`config.mk`:
```
export PLATFORM = sky130hd
export DESIGN_NAME = load_store_unit
export DESIGN_NICKNAME = d
export VERILOG_FILES = /design/src/rtl/lsu_pkg.sv /design/src/rtl/lsu_load_extend.sv /design/src/rtl/load_store_unit.sv
export SDC_FILE = /design/constraint.sdc
export NUM_CORES = 1
export LEC_CHECK = 0
export CAP_MARGIN = 20
export CORE_MARGIN = 1
export CORE_UTILIZATION = 28
export DETAILED_ROUTE_END_ITERATION = 7
export GPL_TIMING_DRIVEN = 1
export HOLD_SLACK_MARGIN = 0.02
export PLACE_DENSITY = 0.54
export SLEW_MARGIN = 0
export SYNTH_ARGS = -nofsm -noshare
export SYNTH_HDL_FRONTEND = slang
export SYNTH_SLANG_ARGS = --single-unit
```
`constraint.sdc`:
```
create_clock -name clk -period 2.2 [get_ports clk]
set_clock_uncertainty 0.1 [all_clocks]
set_input_delay 0.22 -clock clk [delete_from_list [all_inputs] [get_ports clk]]
set_output_delay 0.22 -clock clk [all_outputs]
set_load 0.01 [all_outputs]
```
`src/rtl/lsu_pkg.sv`:
```
// Shared constants and types for the load/store unit.
package lsu_pkg;

    // RV32I load/store funct3 encodings
    localparam logic [2:0] F3_B  = 3'b000;
    localparam logic [2:0] F3_H  = 3'b001;
    localparam logic [2:0] F3_W  = 3'b010;
    localparam logic [2:0] F3_BU = 3'b100;
    localparam logic [2:0] F3_HU = 3'b101;

    // dMem write-mode pin encodings
    localparam logic [2:0] WMODE_BU = 3'b011;
    localparam logic [2:0] WMODE_HU = 3'b100;
    localparam logic [2:0] WMODE_W  = 3'b010;

    typedef enum logic [1:0] {
        IDLE     = 2'd0,
        ACCESS   = 2'd1,
        LOADWAIT = 2'd2,
        RESP     = 2'd3
    } lsu_state_t;

    // Request fields captured at the handshake
    typedef struct packed {
        logic        write;
        logic [2:0]  funct3;
        logic [31:0] addr;
        logic [31:0] wdata;
    } lsu_req_t;

    // Store funct3 -> dMem write mode; anything not SB/SH falls back to word
    function automatic logic [2:0] store_wmode(input logic [2:0] f3);
        case (f3)
            F3_B:    return WMODE_BU;
            F3_H:    return WMODE_HU;
            default: return WMODE_W;
        endcase
    endfunction

endpackage

```
`src/rtl/lsu_load_extend.sv`:
```
// Load data extraction: byte/halfword sign or zero extension of the
// little-endian word returned by dMem (byte at the request address in [7:0]).
module lsu_load_extend
    import lsu_pkg::*;
(
    input  logic [2:0]  i_funct3,
    input  logic [31:0] i_word,
    output logic [31:0] o_result
);

    // Select width and extension from funct3
    always_comb begin
        o_result = i_word;
        case (i_funct3)
            F3_B:    o_result = {{24{i_word[7]}}, i_word[7:0]};
            F3_BU:   o_result = {24'd0, i_word[7:0]};
            F3_H:    o_result = {{16{i_word[15]}}, i_word[15:0]};
            F3_HU:   o_result = {16'd0, i_word[15:0]};
            default: o_result = i_word;
        endcase
    end

endmodule

```
`src/rtl/load_store_unit.sv`:
```
// Load/store sequencer in front of the RV32I data memory. One request at a
// time: check, drive dMem, return a single-cycle response pulse.
module load_store_unit
    import lsu_pkg::*;
#(
    parameter int unsigned MEM_BYTES = 1024
)
(
    input  logic        clk,
    input  logic        rst,
    input  logic        reqValid,
    output logic        reqReady,
    input  logic        reqWrite,
    input  logic [2:0]  reqFunct3,
    input  logic [31:0] reqAddr,
    input  logic [31:0] reqWData,
    output logic        rspValid,
    output logic [31:0] rspRData,
    output logic        rspErr,
    output logic        memWE,
    output logic [2:0]  memWMode,
    output logic [31:0] memAddr,
    output logic [31:0] memWData,
    input  logic [31:0] memRData
);

    lsu_state_t  r_state, w_next;
    lsu_req_t    r_req;
    logic [2:0]  r_wmode;
    logic        r_err;
    logic [31:0] r_rdata;

    logic        w_hs;
    logic        w_legal_f3;
    logic        w_misaligned;
    logic        w_out_of_range;
    logic        w_err;
    logic [31:0] w_size;
    logic [31:0] w_limit;
    logic [31:0] w_ext;

    assign w_hs = reqValid && reqReady;

    // Request checks: funct3 legality, natural alignment, range without wrap
    always_comb begin
        if (reqWrite)
            w_legal_f3 = (reqFunct3 == F3_B) || (reqFunct3 == F3_H) || (reqFunct3 == F3_W);
        else
            w_legal_f3 = (reqFunct3 == F3_B) || (reqFunct3 == F3_H) || (reqFunct3 == F3_W) ||
                         (reqFunct3 == F3_BU) || (reqFunct3 == F3_HU);
        w_misaligned = ((reqFunct3[1:0] == 2'b01) && reqAddr[0]) ||
                       ((reqFunct3[1:0] == 2'b10) && (reqAddr[1:0] != 2'b00));
        // loads always pull a full word out of dMem, so they need 4 bytes of room
        if (!reqWrite || (reqFunct3[1:0] == 2'b10))
            w_size = 32'd4;
        else if (reqFunct3[1:0] == 2'b01)
            w_size = 32'd2;
        else
            w_size = 32'd1;
        w_limit        = 32'(MEM_BYTES) - w_size;
        w_out_of_range = reqAddr > w_limit;
        w_err          = !w_legal_f3 || w_misaligned || w_out_of_range;
    end

    lsu_load_extend u_ext (
        .i_funct3 (r_req.funct3),
        .i_word   (memRData),
        .o_result (w_ext)
    );

    // FSM state register
    always_ff @(posedge clk or negedge rst) begin
        if (!rst)
            r_state <= IDLE;
        else
            r_state <= w_next;
    end

    // FSM next state and state-decoded outputs; memWE follows reset asynchronously
    always_comb begin
        w_next   = r_state;
        reqReady = 1'b0;
        rspValid = 1'b0;
        memWE    = 1'b0;
        case (r_state)
            IDLE: begin
                reqReady = 1'b1;
                if (w_hs)
                    w_next = w_err ? RESP : ACCESS;
            end
            ACCESS: begin
                memWE  = r_req.write;
                w_next = r_req.write ? RESP : LOADWAIT;
            end
            LOADWAIT: w_next = RESP;
            RESP: begin
                rspValid = 1'b1;
                w_next   = IDLE;
            end
            default: w_next = IDLE;
        endcase
    end

    // Request latch at handshake; load result captured at the end of LOADWAIT
    always_ff @(posedge clk or negedge rst) begin
        if (!rst) begin
            r_req   <= '0;
            r_wmode <= WMODE_W;
            r_err   <= 1'b0;
            r_rdata <= '0;
        end else if (w_hs) begin
            r_req.write  <= reqWrite;
            r_req.funct3 <= reqFunct3;
            r_req.addr   <= reqAddr;
            r_req.wdata  <= reqWData;
            r_wmode      <= store_wmode(reqFunct3);
            r_err        <= w_err;
            r_rdata      <= '0;
        end else if (r_state == LOADWAIT) begin
            r_rdata <= w_ext;
        end
    end

    assign memAddr  = r_req.addr;
    assign memWData = r_req.wdata;
    assign memWMode = r_wmode;
    assign rspErr   = r_err;
    assign rspRData = r_rdata;

endmodule

```
==> results.sh <==
export IMPL_finalSetupTns_ns=0
export IMPL_cts_htree_levels=3
export IMPL_max_clock_freq_ghz=0.457
export IMPL_cts_max_path_buffers=2
export IMPL_synthTopCellsByArea="dfrtp_1 53%, nand2_1 17%, buf_4 9.6%"
export IMPL_rr_endpoint="rspRData[31]$_DFFE_PN0P_"
export IMPL_firstDrtPassIters=4
export IMPL_synthArstFlopShare_pct=100
export IMPL_yosysSeqAreaShare_pct=53.2
export IMPL_placed_cells=927
export IMPL_antenna_left=0
export IMPL_setup_viol=0
export IMPL_fin_ws_ns=0.0135
export IMPL_maxSlewViolCount=0
export IMPL_syn_area_per_cell_um2=8.91
export IMPL_die_x_um=136
export IMPL_ir_drop_v=0.000444
export IMPL_fillCellCount=1681
export IMPL_start_kind="input port"
export IMPL_drt_initial_drc_count=130
export IMPL_die_area_um2=18400
export IMPL_grt_use_total_pct=14.6
export IMPL_grt_use_met1_pct=18.8
export IMPL_syn_to_final_growth_pct=47.0
export IMPL_wl_per_cell_um=14.2
export IMPL_synth_largest_area_cell="dfrtp_1"
export IMPL_top_usage_layer="met2"
export IMPL_cts_root_buf="clkbuf_16"
export IMPL_power_density_nw_per_um2=1270
export IMPL_rr_worst_depth=6
export IMPL_outcome="finished clean"
export IMPL_cts_sinks=106
export IMPL_grt_max_degree=79
export IMPL_min_period_ns=2.19
export IMPL_route_final_wire_length_um=13400
export IMPL_worstHoldStart="reqWrite"
export IMPL_leakage_nw=3.43
export IMPL_drive_gt1_share_pct=7.93
export IMPL_rrSetupSlack_ns=0.30
export IMPL_vias_per_cell=4.27
export IMPL_portBuffers=205
export IMPL_cp_arrival_ns=2.32
export IMPL_drc_errors=0
export IMPL_synthCells=560
export IMPL_rsz0062_at_grt="true"
export IMPL_crit_type="in2reg"
export IMPL_global_route_usage_met3_pct=3.70
export IMPL_clock_latency_ns=0.34
export IMPL_rr_startpoint="r_state[0]$_DFFE_PN0P_"
export IMPL_required_ns=2.33
export IMPL_holdWs_ns=0.0595
export IMPL_num_rows=48
export IMPL_dpl_worst_slack_ns=-0.783
export IMPL_met2_usage_pct=23.7
export IMPL_synth_flop_cell="dfrtp_1"
export IMPL_vias=4034
export IMPL_grt_pass1_vias=3926
export IMPL_fp_coreArea_um2=17400
export IMPL_cap_viol_max_count=0
export IMPL_cp_max_fo=4
export IMPL_ys_types=34
export IMPL_die_y_um=136
export IMPL_synth_edf_count=0
export IMPL_hpwl_um=9650
export IMPL_worst_pin_slew_ns=0.696
export IMPL_fin_crit_sh_pct=99.4
export IMPL_clkSlewWorstSetupHoldPaths_ns=0.07
export IMPL_grt_overflow=0
export IMPL_antenna_found_initial=0
export IMPL_gp_congestion=0.743
export IMPL_ys_warnings_count=0
export IMPL_antenna_diode_count=0
export IMPL_numCtsBuffers=9
export IMPL_hold_end="r_req[67]$_DFFE_PN0P_"
export IMPL_netlist_area_um2=4990
export IMPL_synth_top_area_share_pct=52.6
export IMPL_nets=830
export IMPL_hold_viol=0
export IMPL_start_util_pct=28.8
export IMPL_slew_headroom_pct=53.5
export IMPL_pin_count=206
export IMPL_hold_class="in2reg"
export IMPL_total_power_mw=9.32
export IMPL_critPathCaptureType="register"
export IMPL_tritoncts="yes"
export IMPL_ys_seq_elements=106
export IMPL_min_path_cells=3
export IMPL_grt_first_pass_wirelength_um=20600
export IMPL_stdcell_count=944
[layout make-up]
class | instances | area [um^2] | share of cell area [%]
flip-flops and latches | 106 | 2650 | 36.2
repair buffers | 228 | 2270 | 30.9
inverters | 7 | 26.3 | 0.358
clock inverters | 4 | 51.3 | 0.699
multi-input cells | 363 | 1800 | 24.6
well taps | 225 | 282 | 3.84
clock buffers | 11 | 253 | 3.44
[registers in the layout (all words and copies together) (netlist names)]
signal	cells
rspErr	1
rspRData	32
memWMode	3
memWData	32
r_state	2
r_req	4
memAddr	32
[power by group]
group	switching, mW	internal (mW)	leakage, nW	total, mW
combinational	2.06	2.29	1.96	4.35
sequential	0.473	2.84	1.33	3.31
clock	0.714	0.939	0.148	1.65
total	3.25	6.07	3.43	9.32
[stage by stage]
stage | instance area, um^2 | utilization (%)
4_1_cts | 7290 | 42.0
3_3_place_gp | 6960 | 40.1
2_1_floorplan | 5000 | -
5_1_grt | 7340 | 42.3
6_report | 7340 | 42.3
3_5_place_dp | 6960 | 40.1
[worst max path at each step]
stage                             from                     end  slack (ns)  cells after the start
after global routing      reqFunct3[1]  r_state[1]$_DFFE_PN0P_       -0.14                     12
final                     reqFunct3[1]  r_state[1]$_DFFE_PN0P_        0.01                     12
after global placement    reqFunct3[1]      rspErr$_DFFE_PN0P_       -0.66                     12
after floorplan           reqFunct3[1]  r_state[1]$_DFFE_PN0P_        0.04                     11
after detailed placement  reqFunct3[1]      rspErr$_DFFE_PN0P_       -0.78                     12
after CTS                 reqFunct3[0]  r_state[1]$_DFFE_PN0P_        0.02                     12
[synth_stat cells (all sizes together) (3+ instances only)]
library cell,count
a21oi,10
buf,71
dfrtp,105
mux2i,9
a31oi,3
nor2b,19
o21ai,27
nor2,15
nand2,232
nand4,4
inv,7
and2,3
nor4,6
clkbuf,16
ha,12
[logic make-up (layout without fill, tap and decap cells)]
family | Yosys count | after routing | share of synthesized area (%)
muxes | 10 | 10 | 2.03
other | 1 | 4 | 0.0751
AOI/OAI and AO/OA | 50 | 50 | 5.74
adders and majority gates | 12 | 12 | 3.01
DFF | 106 | 106 | 53.2
buffers and inverters | 94 | 250 | 12.1
and+or+nand+nor | 287 | 287 | 23.9
[repair_timing]
action                                  4_1_cts  5_1_grt
endpoints found under the setup margin        9        4
pin swaps                                     4        7
hold buffers                                  1        0
hold endpoints to repair                    105        0
buffers inserted                              0        1
resized for setup                             8       19
[per-layer routing]
metal  routed length, um  vias to the layer above
met1                6020                     1876
met4                 192                        0
met5                   0                        -
met2                6390                      118
met3                 835                       14
li1                    -                     2026
[critical path: stages]
cell and delay [ns]:
buf_8 0.11, buf_6 0.11, nand3b_1 0.15, ha_1 0.30, inv_2 0.05, ha_4 0.25
nand4_1 0.09, nor2_2 0.16, a31oi_2 0.10, nor4_2 0.33, o41ai_2 0.13, a221o_1 0.32
[placed cells by master, fill, tap and decap left out, types with 2 or more instances in the layout]
cell / Yosys / routed
nor3_1: 2 / 2
ha_1: 12 / 11
nor2_2: 0 / 2
clkbuf_8: 0 / 2
buf_4: 64 / 20
clkbuf_16: 0 / 9
dlymetal6s2s_1: 0 / 2
nand2b_4: 0 / 2
nand3_1: 2 / 2
clkdlybuf4s50_1: 0 / 199
a21oi_1: 10 / 10
buf_12: 0 / 3
mux2i_1: 9 / 9
nand2_1: 232 / 231
nand4_1: 4 / 4
nor4_1: 4 / 4
inv_1: 7 / 6
o21ai_0: 27 / 27
o211ai_1: 2 / 2
nor2_1: 15 / 13
conb_1: 1 / 4
and2_1: 3 / 2
a31oi_1: 3 / 2
dfrtp_1: 105 / 105
nor2b_1: 19 / 19
Note: power is estimated with default switching activity, not from simulation.
